File: src/rtl/gsel_ctrl.sv
// Game-select controller: decodes a keyed 68k port write sequence and sequences a
// game switch as a GSEL blank window, then the new index, then a console reset pulse.
module gsel_ctrl #(
  parameter int unsigned BLANK_CYCLES = 16,
  parameter int unsigned RST_CYCLES   = 12000,
  parameter int unsigned TIMEOUT      = 12000
) (
  input  logic       CLK_12M,
  input  logic       nRESET,
  input  logic       nPORTWEL,
  input  logic [2:0] M68K_ADDR,
  input  logic [7:0] M68K_DATA,
  output logic [7:0] GSEL,
  output logic       nSYS_RST,
  output logic       BUSY
);

  localparam logic [2:0] StIdle  = 3'd0;
  localparam logic [2:0] StKey1  = 3'd1;
  localparam logic [2:0] StKey2  = 3'd2;
  localparam logic [2:0] StBlank = 3'd3;
  localparam logic [2:0] StHold  = 3'd4;

  localparam logic [15:0] BlankLast   = 16'(BLANK_CYCLES - 1);
  localparam logic [15:0] HoldLast    = 16'(RST_CYCLES - 1);
  localparam logic [15:0] TimeoutLast = 16'(TIMEOUT - 1);

  localparam logic [7:0] Key1Val = 8'h5A;
  localparam logic [7:0] Key2Val = 8'hA5;

  logic       sync1_q, sync2_q, sync3_q;
  logic       wev_q;
  logic [2:0] cap_addr_q;
  logic [7:0] cap_data_q;

  logic [2:0]  state_q, state_d;
  logic [15:0] cnt_q, cnt_d;
  logic [7:0]  next_q, next_d;
  logic [7:0]  gsel_q, gsel_d;
  logic        nsys_rst_q, nsys_rst_d;
  logic        busy_q, busy_d;

  logic key_wr;
  logic in_switch;

  // Strobe synchroniser; idles high so reset never manufactures a write event.
  always_ff @(posedge CLK_12M or negedge nRESET) begin
    if (!nRESET) begin
      sync1_q <= 1'b1;
      sync2_q <= 1'b1;
      sync3_q <= 1'b1;
      wev_q   <= 1'b0;
    end else begin
      sync1_q <= nPORTWEL;
      sync2_q <= sync1_q;
      sync3_q <= sync2_q;
      wev_q   <= sync2_q & ~sync3_q;
    end
  end

  // Bus is stable while the strobe is low; capture freezes once the strobe rises.
  always_ff @(posedge CLK_12M or negedge nRESET) begin
    if (!nRESET) begin
      cap_addr_q <= 3'd0;
      cap_data_q <= 8'h00;
    end else if (!sync2_q) begin
      cap_addr_q <= M68K_ADDR;
      cap_data_q <= M68K_DATA;
    end
  end

  assign key_wr = wev_q && (cap_addr_q == 3'd0 || cap_addr_q == 3'd1);

  always_comb begin
    state_d = state_q;
    cnt_d   = cnt_q;
    next_d  = next_q;
    gsel_d  = gsel_q;
    case (state_q)
      StIdle: begin
        cnt_d = 16'd0;
        if (key_wr && cap_addr_q == 3'd0 && cap_data_q == Key1Val) begin
          state_d = StKey1;
        end
      end
      StKey1: begin
        cnt_d = cnt_q + 16'd1;
        if (key_wr) begin
          cnt_d   = 16'd0;
          state_d = (cap_addr_q == 3'd0 && cap_data_q == Key2Val) ? StKey2 : StIdle;
        end else if (cnt_q == TimeoutLast) begin
          cnt_d   = 16'd0;
          state_d = StIdle;
        end
      end
      StKey2: begin
        cnt_d = cnt_q + 16'd1;
        if (key_wr) begin
          cnt_d = 16'd0;
          if (cap_addr_q == 3'd1) begin
            next_d  = cap_data_q;
            gsel_d  = 8'h00;
            state_d = StBlank;
          end else begin
            state_d = StIdle;
          end
        end else if (cnt_q == TimeoutLast) begin
          cnt_d   = 16'd0;
          state_d = StIdle;
        end
      end
      StBlank: begin
        if (cnt_q == BlankLast) begin
          cnt_d   = 16'd0;
          gsel_d  = next_q;
          state_d = StHold;
        end else begin
          cnt_d = cnt_q + 16'd1;
        end
      end
      StHold: begin
        if (cnt_q == HoldLast) begin
          cnt_d   = 16'd0;
          state_d = StIdle;
        end else begin
          cnt_d = cnt_q + 16'd1;
        end
      end
      default: begin
        cnt_d   = 16'd0;
        state_d = StIdle;
      end
    endcase
  end

  // Outputs are registered from the next state so they switch on the same edge as it.
  assign in_switch  = (state_d == StBlank) || (state_d == StHold);
  assign nsys_rst_d = ~in_switch;
  assign busy_d     = in_switch;

  always_ff @(posedge CLK_12M or negedge nRESET) begin
    if (!nRESET) begin
      state_q    <= StIdle;
      cnt_q      <= 16'd0;
      next_q     <= 8'h00;
      gsel_q     <= 8'h00;
      nsys_rst_q <= 1'b1;
      busy_q     <= 1'b0;
    end else begin
      state_q    <= state_d;
      cnt_q      <= cnt_d;
      next_q     <= next_d;
      gsel_q     <= gsel_d;
      nsys_rst_q <= nsys_rst_d;
      busy_q     <= busy_d;
    end
  end

  assign GSEL     = gsel_q;
  assign nSYS_RST = nsys_rst_q;
  assign BUSY     = busy_q;

endmodule

File: config.mk
export PLATFORM = sky130hd
export DESIGN_NAME = gsel_ctrl
export DESIGN_NICKNAME = d
export VERILOG_FILES = /design/src/rtl/gsel_ctrl.sv
export SDC_FILE = /design/constraint.sdc
export NUM_CORES = 1
export LEC_CHECK = 0
export ABC_CLOCK_PERIOD_IN_PS = 2800
export BUFFER_PORTS_ARGS = -buffer_cell sky130_fd_sc_hd__buf_4
export CAP_MARGIN = 20
export CORE_AREA = 5 5 92 77
export CTS_CLUSTER_SIZE = 10
export DETAILED_ROUTE_END_ITERATION = 8
export DIE_AREA = 0 0 97 82
export PLACE_DENSITY = 0.68
export SYNTH_ARGS = -nofsm -noshare
export SYNTH_HDL_FRONTEND = slang
export SYNTH_SLANG_ARGS = --single-unit
File: constraint.sdc
create_clock -name CLK_12M -period 2.8 [get_ports CLK_12M]
set_input_delay 0 -clock CLK_12M [delete_from_list [all_inputs] [get_ports CLK_12M]]
set_output_delay 0 -clock CLK_12M [all_outputs]
set_load 0.005 [all_outputs]
; ---- Word-level counts from Yosys, hierarchy flattened
; Index checks and enable logic that the tools add are counted.
[totals]
register_bits = 52
out_inout_bits = 10
wordCells = 58
[classes]
add_sub_neg = 1
n_eq_ne = 14
mux = 16
bitwise = 3
reduce_logical = 12
[op_table]
columns = operator, count
row1 = 16-bit two-way mux, 3
row2 = 16-bit one-hot mux with 3 select lines, 1
row3 = 8-bit two-way mux, 3
row4 = 16-bit by 1-bit adder with 16-bit output (second input constant), 1
row5 = 16-bit by 14-bit == test with 1-bit output (second input constant), 1
row6 = 16-bit by 4-bit == test with 1-bit output (second input constant), 1
row7 = 8-bit one-hot mux with 2 select lines, 1
row8 = 3-bit two-way mux, 5
row9 = 3-bit one-hot mux with 5 select lines, 1
row10 = 3-bit by 2-bit == test with 1-bit output (second input constant), 3
row11 = 8-bit by 7-bit == test with 1-bit output (second input constant), 1
row12 = 8-bit == test (second input constant), 1
row13 = 3-bit by 1-bit == test with 1-bit output (second input constant), 2
row14 = 3-bit == test (second input constant), 2
row15 = 3-bit zero test, 2
row16 = 2-bit != test (second input constant), 3
row17 = 1-bit logical AND, 4
row18 = 2-bit two-way mux, 2
row19 = 4-bit AND reduction, 1
row20 = 3-bit AND reduction, 1
row21 = 1-bit logical OR, 2
row22 = 1-bit inverter, 2
row23 = 2-bit nonzero test, 1
row24 = 2-bit OR reduction, 1
row25 = 1-bit AND, 1

; ---- Longest topological paths before layout
; Gate-level depths: netlist of run 1.
[logic_depth]
depth_word = 10
mapped_depth = 7
ltp_nobuf = 5

; ---- Least setup slack after synthesis of run 1
; OpenSTA, ideal clock, no wires.
[synth_timing]
path_kind = register to register
start = register cnt_q[0]
end = register cnt_q[6]
setup_time_ns = 0.135
arrival_time_ns = 1.886
path_slack_ns = 0.779
path_stages_with_launch = 8
path_buffers = 2
path_cell_list = dfrtp_1 > ha_1 > clkbuf_1 > nand3_1 > or3_4 > o21ai_1 > buf_2 > a21oi_1
[synth_between]
elab_chain_len = 4
[synth_lines]
columns = item, line
row1 = "start, declared", 37  ; logic [15:0] cnt_q, cnt_d;
row2 = "start signal, assigned", 151  ; cnt_q <= cnt_d;
row3 = 16-bit by 1-bit adder with 16-bit output or 16-bit by 14-bit == test with 1-bit output (tied branches), -
row4 = 16-bit two-way mux, "91, 107, 122"
row5 = 16-bit two-way mux, 88  ; if (key_wr) begin
row6 = 16-bit one-hot mux with 3 select lines *, 79  ; case (state_q)
row7 = named net cnt_d[6], 37
; The timed path passes the listed nets; every way through them passes the cells marked *.
; A chain may end at the register's enable or synchronous reset.

; ---- Worst setup path after layout of run 1
[layout_timing]
start = register cnt_q[8]
end = register gsel_q[3] (netlist: GSEL[3])
[layout_between]
elab_chain_len = 3
[layout_lines]
columns = item, line
row1 = 16-bit by 4-bit == test with 1-bit output, 113  ; if (cnt_q == BlankLast) begin
row2 = 2-bit != test (no line), -
row3 = 4-bit AND reduction (no line), -
row4 = "end signal, assigned", 153  ; gsel_q <= gsel_d;
row5 = "end, declared", 39  ; logic [7:0] gsel_q, gsel_d;
; No other way between the ends.

==> run_results.csv, run 1 <==
group,metric,value,unit
critical_path,cp-start-kind,"flip-flop",
flow_run,maxCapViolations,0,
synth,async_reset_ff_share,100,%
detailed_routing,drtIter0Drc,167,
detailed_routing,antenna_left,0,
floorplan,placementRows,26,
detailed_routing,drc,0,
layout,fin_nets,250,
synth,synth_edf_count,0,
layout,final_cell_mix,"48 x dfrtp_1, 26 x buf_4, 21 x nand2_1",
synth,synth_ff_type,"dfrtp_1",
status,status,"finished, final reports clean",
timing,worst_pin_slew,0.671,ns
synth,ys_warn_count,0,
place,hpwl,3.01,mm
clock_tree,cts_tree,"done",
clock_tree,cts_max_level,2,
timing,hold_viol,0,
power,power.total,1300,uW
place,portBuffers,23,
clock_tree,cts_buffers,5,
timing,fin_tns_setup,0,ns
synth,synth_top_cell_area_share,51.4,%
layout,fillers,570,
clock_tree,cts.sinks,52,
critical_path,r2r-end,"GSEL[3]",
global_route,grt-ovfl-total,0,
critical_path,startpoint,"cnt_q[8]",
detailed_routing,viasPerCell,5.18,
synth,avgSynthCellArea,11.8,sq um
global_route,grt_start_max_net_pins,53,
synth,synth.distinct_cells,42,
place,finalWeightedCongestion,0.868,
power,p_per_area,461,nW/um^2
floorplan,fp.coreArea,6150,sq um
clock_tree,clk_root_buffer_cell,"clkbuf_8",
layout,final_common_cell,"dfrtp_1",
clock_tree,clk_latency,0.31,ns
clock_tree,clockBufferDepth,2,
synth,synth-seq-cells,52,
detailed_routing,wl_per_cell,13.6,um
floorplan,die_area,7950,sq um
layout,insertedDiodeCount,0,
global_route,grt_usage,11.9,%
timing,fin_worst_skew,0.00563,ns
critical_path,reg2regPathDepth,4,
critical_path,end_kind,"flip-flop",
critical_path,regToRegSetupSlack,0.59,ns
layout,area_growth,20.5,%
critical_path,crit_buf_inv,0,
global_route,grt_pass1_wl,7.62,mm
timing,fmax,453,MHz
critical_path,crit_arrival,2.39,ns
global_route,grt_antenna_before_repair,0,
timing,period_minus_slack,2.21,ns
timing,timing.final.ws_setup,0.595,ns
critical_path,crit_fanout,9,
floorplan,initial_utilization,38.0,%
synth,syn_inst,198,
critical_path,crit_chain,"or4_1 -> or3_4 -> or3_1 -> mux2i_1",
place,place_ws,0.605,ns
critical_path,cpPeakStageDelay,0.58,ns
critical_path,crit_family,"simple AND/OR/NAND/NOR gates",
detailed_routing,detail_route.first_pass.iterations,4,
synth,seq_area_frac_synth,55.9,%
clock_tree,cts.repair.resized,0,
timing,final.period_utilization,78.8,%
timing,rsz0062_at_grt,"no",
layout,drive_above_1_share,26.7,%
clock_tree,cts.clk_slew.worst_paths,0.09,ns
power,peakVddDrop,0.227,mV
min_path,hold_path.class,"in -> async",
timing,max-slew-margin-rel,55.2,%
synth,yosys.area.top_type,"dfrtp_1",
floorplan,io_pins,24,
synth,syn_nets,213,
synth,synth_area,2340,sq um
timing,setup_viol,0,
floorplan,die_h,82,um
critical_path,worstSetupPathType,"reg -> reg",
power,p_leak,0.00125,uW
critical_path,cp_slowest_cell,"or3_1",
synth,yosys-top-cells-area,"dfrtp_1 51%, mux2_2 9.2%, dfstp_2 4.5%",
critical_path,crit-reg2reg-launch,"cnt_q[8]",
detailed_routing,routed_wl,4.37,mm
global_route,grt_pass1_vias,1543,
floorplan,die_width,97,um
detailed_routing,vias,1658,
critical_path,cp.required,2.98,ns
timing,maxSlewViolCount,0,
-- cell type report --
cell class              count  area, sq um  area share (%)
flip-flops and latches     52         1310            46.4
multi-input cells         137          987            35.1
repair buffers             39          325            11.6
well taps                  84          105            3.73
clock buffers               6         82.6            2.93
clock inverters             2         10.0           0.355
-- where the power goes --
| group | total [uW] | switching (uW) | internal, uW | leakage [uW] |
|---|---|---|---|---|
| Sequential | 791 | 19.9 | 771 | 0.000686 |
| Clock | 439 | 242 | 198 | 0.0000510 |
| Combinational | 66.7 | 24.0 | 42.8 | 0.000514 |
-- state kept, by name, indices dropped and copies added (netlist names) --
name / count
cap_data_q: 8
cnt_q: 16
sync2_q: 1
sync3_q: 1
sync1_q: 1
BUSY: 1
state_q: 3
cap_addr_q: 3
next_q: 8
GSEL: 8
wev_q: 1
nSYS_RST: 1
-- how the worst max path moves through the flow --
stage | endpoint | cells past startpoint
finish | GSEL[3] | 4
global route | GSEL[2] | 5
detailed placement | GSEL[5] | 5
CTS | GSEL[3] | 5
floorplan | cnt_q[6] | 7
global placement | GSEL[3] | 4
-- metrics by stage --
step	hold WS [ns]	utilization [%]	cell area, sq um	cells
after detailed placement	0.0702	42.2	2590	299
after floorplan	-0.296	-	2340	198
after CTS	0.272	45.8	2820	320
final	0.251	45.8	2820	320
after global routing	0.308	45.8	2820	320
after global placement	0.0673	42.2	2590	299
-- worst reg2reg max path, stage by stage, from the launching register on --
cell	delay, ns
dfrtp_1	0.44
or4_1	0.51
or3_4	0.36
or3_1	0.58
mux2i_1	0.20
-- metal layers --
metal / global-route usage [%] / wire, um / vias to the layer above
li1: - / - / 800
met1: 17.3 / 2280 / 813
met2: 16.9 / 1790 / 38
met3: 3.57 / 233 / 7
met4: 3.79 / 61 / 0
met5: 0 / 0 / -
-- repair_timing --
| item | in CTS | in global routing |
|---|---|---|
| hold buffers | 13 | 0 |
| setup buffers | 0 | 0 |
| endpoints found under the hold margin | 60 | 0 |
| endpoints found under the setup margin | 0 | 0 |
-- cells in the mapped netlist (5+ instances only) --
master	n
mux2i_1	8
nand4_1	8
xnor2_1	6
mux2_2	19
xor2_1	7
clkbuf_1	5
a21oi_1	13
and3_1	5
nand2_1	21
dfrtp_1	48
nand3_1	7
-- logic make-up (layout without fill, tap and decap cells) --
family	Yosys count	count (layout)	share of synthesized area, %
simple gates	68	68	16.9
flops	52	52	55.9
compound gates	28	28	7.33
mux	27	27	12.6
xor+xnor	13	13	4.87
buf+inv	9	47	1.87
fa+ha+maj	1	1	0.535
Note: power is estimated with default switching activity, not from simulation.
==> run 2: changes to the inputs <==
==> config.mk (replaced) <==
export PLATFORM = sky130hd
export DESIGN_NAME = gsel_ctrl
export DESIGN_NICKNAME = d
export VERILOG_FILES = /design/src/rtl/gsel_ctrl.sv
export SDC_FILE = /design/constraint.sdc
export NUM_CORES = 1
export LEC_CHECK = 0
export ABC_AREA = 1
export ABC_CLOCK_PERIOD_IN_PS = 1880
export BUFFER_PORTS_ARGS = -buffer_cell sky130_fd_sc_hd__buf_4
export CAP_MARGIN = 20
export CORE_AREA = 5 5 93 77
export CTS_CLUSTER_SIZE = 10
export DETAILED_ROUTE_END_ITERATION = 8
export DIE_AREA = 0 0 98 82
export PLACE_DENSITY = 0.7
export SYNTH_ARGS = -nofsm -noshare
export SYNTH_HDL_FRONTEND = slang
export SYNTH_SLANG_ARGS = --single-unit
==> constraint.sdc (replaced) <==
create_clock -name CLK_12M -period 1.88 [get_ports CLK_12M]
set_input_delay 0 -clock CLK_12M [delete_from_list [all_inputs] [get_ports CLK_12M]]
set_output_delay 0 -clock CLK_12M [all_outputs]
set_load 0.005 [all_outputs]
==> run 2 against run 1 <==
Synthesized cell count rose by 43%. Area after synthesis rose by 1.6%. Fmax rose by 36%. First-iteration DRC count fell by 22%. Flip-flop and latch count did not move. Cell area rose by 1.6%. Clock power rose by 50%. Total power rose by 49%. Sequential share of layout area fell by 0.71 points. Clock-buffer cell count did not move. Sequential power rose by 47%. Cell count rose by 28%. Critical endpoint is now cnt_q[15].
==> run_results.csv, run 2 <==
group,metric,value,unit
synth,synth_top_cell_area_share,50.6,%
clock_tree,cts.clk_slew.worst_paths,0.09,ns
timing,rsz0062_at_grt,"no",
power,p_leak,0.00139,uW
critical_path,r2r-end,"cnt_q[15]",
clock_tree,cts.repair.resized,0,
timing,setup_viol,0,
synth,synth_edf_count,0,
flow_run,maxCapViolations,0,
place,finalWeightedCongestion,0.888,
floorplan,die_area,8040,sq um
floorplan,die_width,98,um
layout,largest-register,"cnt_q",
synth,yosys.area.top_type,"dfrtp_1",
detailed_routing,wl_per_cell,11.3,um
timing,worst_pin_slew,0.636,ns
clock_tree,clk_root_buffer_cell,"clkbuf_8",
critical_path,crit_chain,"ha_1 -> nand3_2 -> nor2_1 -> nand2_1 -> nand2_1 -> nand3_2 -> inv_2 -> nor2_1",
critical_path,crit-reg2reg-launch,"cnt_q[0]",
synth,syn_inst,284,
synth,synth_area,2370,sq um
global_route,grt_pass1_wl,8.06,mm
floorplan,die_h,82,um
power,p_per_area,675,nW/um^2
place,place_ws,0.255,ns
layout,largest_register_ffs,16,
timing,hold_viol,0,
critical_path,end_kind,"flip-flop",
layout,area_growth,20.4,%
synth,synth_simple_gate_area_share,29.5,%
layout,final_common_cell,"nand2_1",
global_route,grt-ovfl-total,0,
synth,synth_top_family_by_area,"simple AND/OR/NAND/NOR gates",
detailed_routing,antenna_left,0,
critical_path,cp-start-kind,"flip-flop",
critical_path,crit_arrival,1.81,ns
layout,insertedDiodeCount,0,
synth,muxShareOfSynthArea,0,%
floorplan,placementRows,26,
global_route,grt_antenna_before_repair,0,
synth,yosys-top-cells-area,"dfrtp_1 51%, nand2_1 12%, nor2_1 6.8%",
critical_path,cp.required,2.07,ns
critical_path,startpoint,"cnt_q[0]",
clock_tree,clockBufferDepth,2,
detailed_routing,viasPerCell,4.63,
global_route,grt_start_max_net_pins,53,
clock_tree,cts_tree,"done",
timing,maxSlewViolCount,0,
clock_tree,cts_buffers,5,
timing,final.period_utilization,86.2,%
clock_tree,cts_max_level,2,
synth,synth-seq-cells,52,
timing,fin_tns_setup,0,ns
synth,synth-compound-area-share,4.43,%
synth,avgSynthCellArea,8.36,sq um
critical_path,regToRegSetupSlack,0.26,ns
floorplan,io_pins,24,
critical_path,reg2regPathDepth,8,
layout,fin_area,2860,sq um
global_route,grt_usage,12.5,%
synth,synth.most_common_cell,"nand2_1",
timing,period_minus_slack,1.62,ns
power,peakVddDrop,0.321,mV
clock_tree,clk_latency,0.30,ns
place,portBuffers,23,
synth,synth.distinct_cells,24,
timing,max-slew-margin-rel,57.6,%
clock_tree,cts.sinks,52,
detailed_routing,routed_wl,4.60,mm
clock_tree,cts_setup_buffers,0,
place,place_area,2630,sq um
synth,ys_warn_count,0,
detailed_routing,vias,1891,
place,hpwl,3.29,mm
synth,syn_nets,299,
synth,synthAdderAreaFrac,0.527,%
synth,ys_top_cells_by_count,"73 x nand2_1, 48 x dfrtp_1, 43 x nor2_1, 32 x inv_1, 24 x nand3_1",
timing,fin_worst_skew,0.0113,ns
global_route,grt_pass1_vias,1792,
synth,synth_ff_type,"dfrtp_1",
detailed_routing,detail_route.first_pass.iterations,4,
layout,fin_util,46.0,%
floorplan,fp.coreArea,6210,sq um
layout,final_cell_mix,"73 x nand2_1, 48 x dfrtp_1, 43 x nor2_1",
floorplan,initial_utilization,38.2,%
layout,fin_nets,338,
detailed_routing,drc,0,
critical_path,crit_fanout,14,
synth,synth-xor-area-share,3.69,%
critical_path,cpPeakStageDelay,0.37,ns
timing,fmax,617,MHz
detailed_routing,drtIter0Drc,131,
timing,timing.final.ws_setup,0.259,ns
critical_path,worstSetupPathType,"reg -> reg",
synth,async_reset_ff_share,100,%
min_path,hold_path.class,"in -> async",
synth,seq_area_frac_synth,55.0,%
status,status,"finished, final reports clean",
critical_path,cp_slowest_cell,"dfrtp_1",
layout,drive_above_1_share,14.2,%
[run 2: cell count changes in the layout (fill, tap and decap cells not counted), moves of 17 or more]
cell,change
nand2_1,+52
mux2_2,-19
inv_1,+32
nand3_1,+17
nor2_1,+39
[run 2: per-stage QoR]
stage	cells	total power (uW)	hold WS [ns]
after floorplan	284	1220	-0.296
after global placement	387	1270	0.0665
after detailed placement	387	1270	0.0771
after CTS	408	1960	0.284
after global routing	408	2030	0.331
final	408	1930	0.261
[run 2: layer usage]
layer	vias to the layer above	track usage, %	routed length [um]
li1	974	-	-
met1	859	17.6	2410
met2	49	18.7	1890
met3	9	2.89	229
met4	0	4.98	78
met5	-	0	0
[run 2: final cells by class]
cell class / instances / area, sq um
well taps: 84 / 105
flip-flops and latches: 52 / 1310
inverters: 36 / 135
multi-input cells: 191 / 906
clock buffers: 6 / 82.6
fillers: 625 / 3350
repair buffers: 37 / 310
clock inverters: 2 / 15.0
[run 2: power breakdown]
part	total, uW	internal [uW]	leakage (uW)	switching (uW)
Clock	658	298	0.0000434	360
Sequential	1160	1150	0.000692	14.7
Combinational	111	48.5	0.000651	62.2
Total	1930	1490	0.00139	437
[run 2: worst max path at each step]
stage / to / slack [ns] / depth (start not counted)
after floorplan: cnt_q[8] / 0.45 / 9
after global placement: cnt_q[0] / 0.33 / 8
after detailed placement: cnt_q[15] / 0.26 / 8
after CTS: cnt_q[15] / 0.24 / 8
after global routing: cnt_q[15] / 0.07 / 8
final: cnt_q[15] / 0.26 / 8
[run 2: logic make-up (layout without fill, tap and decap cells)]
family / after synthesis / count (layout)
AO/OA/AOI/OAI: 20 / 20
AND/OR/NAND/NOR: 160 / 160
flip-flops: 52 / 52
XOR/XNOR: 10 / 10
adder cells (fa/ha/maj): 1 / 1
buffers and inverters: 41 / 81
[run 2: critical path: cells and delay by family (launching register included)]
family                     cells  cell delay (ns)
and+or+nand+nor                6             0.69
adders and majority gates      1             0.23
DFF                            1             0.37
buffers and inverters          1             0.21
[run 2: timing repair]
item | 4_1_cts | 5_1_grt
endpoints found under the hold margin | 60 | 0
hold buffers | 13 | 0
setup endpoints to repair | 0 | 0
==> run 3: changes to the inputs <==
--- a/config.mk
+++ b/config.mk
@@ -5,14 +5,13 @@
 export SDC_FILE = /design/constraint.sdc
 export NUM_CORES = 1
 export LEC_CHECK = 0
-export ABC_AREA = 1
 export ABC_CLOCK_PERIOD_IN_PS = 1880
 export BUFFER_PORTS_ARGS = -buffer_cell sky130_fd_sc_hd__buf_4
 export CAP_MARGIN = 20
-export CORE_AREA = 5 5 93 77
+export CORE_AREA = 5 5 92 77
 export CTS_CLUSTER_SIZE = 10
 export DETAILED_ROUTE_END_ITERATION = 8
-export DIE_AREA = 0 0 98 82
+export DIE_AREA = 0 0 97 82
 export PLACE_DENSITY = 0.7
 export SYNTH_ARGS = -nofsm -noshare
 export SYNTH_HDL_FRONTEND = slang
==> run 3 against run 2 <==
The flow now finishes with violations (setup timing). Fmax down 19%. Sequential share of layout area down 1.9 points. Clock-buffer cell count up 1. Via count down 10%. Clock skew up 0.0032 ns. Critical endpoint is now GSEL[4]. Die area down 1.0%.
==> run_results.csv, run 3 (synthesized netlist as in run 1, its figures left out) <==
group,metric,value,unit
detailed_routing,vias,1700,
floorplan,die_width,97,um
layout,largest-register,"cnt_q",
clock_tree,cts_max_level,2,
clock_tree,clk_root_buffer_cell,"clkbuf_8",
layout,insertedDiodeCount,0,
timing,setup_viol,25,
power,p_sw,408,uW
global_route,grt_usage,12.6,%
detailed_routing,routed_wl,4.56,mm
global_route,grt-ovfl-total,0,
layout,final_common_cell,"dfrtp_1",
clock_tree,clockBufferDepth,2,
global_route,grt_antenna_before_repair,0,
layout,fin_util,48.5,%
critical_path,crit_fanout,4,
timing,worst_pin_slew,0.631,ns
global_route,grt_start_max_net_pins,53,
layout,drive_above_1_share,32.3,%
timing,hold_viol,0,
place,dp.cells,314,
critical_path,cp-start-kind,"flip-flop",
detailed_routing,viasPerCell,5.03,
timing,rsz0062_at_grt,"yes",
status,status,"finished, violations left",
flow_run,maxCapViolations,0,
clock_tree,clk_latency,0.30,ns
critical_path,end_kind,"flip-flop",
clock_tree,cts_buffers,5,
layout,regArea,1310,sq um
min_path,hold_path.class,"in -> async",
power,pwr-share-seq,62.5,%
timing,period_minus_slack,2.00,ns
floorplan,die_h,82,um
floorplan,fp.coreArea,6150,sq um
floorplan,die_area,7950,sq um
timing,max-slew-margin-rel,58.0,%
power,peakVddDrop,0.281,mV
clock_tree,cts_tree,"done",
global_route,grt_pass1_wl,8.16,mm
place,portBuffers,23,
detailed_routing,drc,0,
detailed_routing,wl_per_cell,13.5,um
timing,final.period_utilization,106,%
critical_path,cp.required,2.07,ns
timing,fin_worst_skew,0.0145,ns
floorplan,placementRows,26,
status,failed_checks,"setup timing",
power,clockPowerShare,32.1,%
power,power.internal,1480,uW
floorplan,initial_utilization,38.0,%
place,place_ws,-0.101,ns
layout,final_cells,338,
detailed_routing,drtIter0Drc,63,
floorplan,io_pins,24,
layout,final_cell_mix,"48 x dfrtp_1, 39 x buf_4, 21 x nand2_1",
layout,largest_register_ffs,16,
power,p_per_area,632,nW/um^2
layout,multi_input_area,1010,sq um
timing,fin_hold_ws,0.240,ns
place,finalWeightedCongestion,0.778,
critical_path,crit_arrival,2.19,ns
power,p_leak,0.00134,uW
place,hpwl,3.07,mm
power,switching_share,21.7,%
power,comb_power_share,5.4,%
layout,area_growth,27.6,%
detailed_routing,detail_route.first_pass.iterations,4,
timing,fmax,500,MHz
clock_tree,cts.sinks,52,
timing,timing.final.ws_setup,-0.119,ns
detailed_routing,antenna_left,0,
timing,maxSlewViolCount,0,
layout,fillers,565,
layout,fin_nets,268,
critical_path,worstSetupPathType,"reg -> reg",
clock_tree,cts.clk_slew.worst_paths,0.09,ns
global_route,grt_pass1_vias,1758,
[run 3: cell count changes in the layout (fill, tap and decap cells not counted), sizes merged, moves of 5 or more]
cell | previous run | this run
a21oi | 0 | 13
and3 | 0 | 5
buf | 24 | 44
inv | 36 | 0
mux2 | 0 | 19
mux2i | 0 | 8
nand2 | 75 | 21
nand3 | 27 | 7
nor2 | 43 | 4
o21ai | 18 | 6
[run 3: critical path, cell delays in order (launching register included)]
cell,delay (ns)
dfrtp_1,0.38
or4_1,0.52
or3_4,0.36
or3_4,0.35
buf_4,0.16
mux2i_1,0.11
[run 3: power by group through the flow]
stage | logic (uW) | registers (uW) | clock network, uW
after floorplan | 38.6 | 1190 | 0
after global placement | 80.5 | 1200 | 0
after detailed placement | 82.3 | 1200 | 0
after CTS | 104 | 1180 | 630
after global routing | 114 | 1180 | 672
final | 102 | 1180 | 605
[run 3: through the flow]
stage / area (sq um) / TNS [ns] / power [uW]
floorplan: 2340 / -1.19 / 1230
global placement: 2710 / -0.619 / 1280
detailed placement: 2710 / -1.01 / 1280
CTS: 2980 / -1.04 / 1910
global route: 2980 / -3.83 / 1970
finish: 2980 / -1.82 / 1880
[run 3: timing repair]
item	in CTS	in global routing
cloned	2	0
pin swaps	1	0
hold buffers	13	0
hold endpoints to repair	60	0
gates resized for setup	9	2
setup endpoints to repair	26	29
buffers inserted	1	0
[run 3: path summary, 6_finish.rpt]
path                           from        to  slack [ns]  cells after the start
max reg2reg                cnt_q[5]   GSEL[4]       -0.12                      5
min reg2reg                 sync1_q   sync2_q        0.36                      0
max                        cnt_q[5]   GSEL[4]       -0.12                      5
min in group CLK_12M       nPORTWEL   sync1_q        0.35                      2
max in group asynchronous    nRESET     wev_q        1.19                      2
min                          nRESET  cnt_q[4]        0.24                      2
[run 3: area by class of cell]
cell class | count | share of cell area (%)
flip-flops and latches | 52 | 43.8
repair buffers | 57 | 16.1
multi-input cells | 137 | 33.9
well taps | 84 | 3.52
clock inverters | 1 | 0.168
clock buffers | 7 | 2.56
[run 3: metal layers]
metal	vias to the layer above	global-route usage, %	share of wire [%]
li1	837	-	-
met1	823	16.9	51
met4	0	4.21	1.5
met5	-	0	0
met2	33	20.2	43
met3	7	3.40	4.6
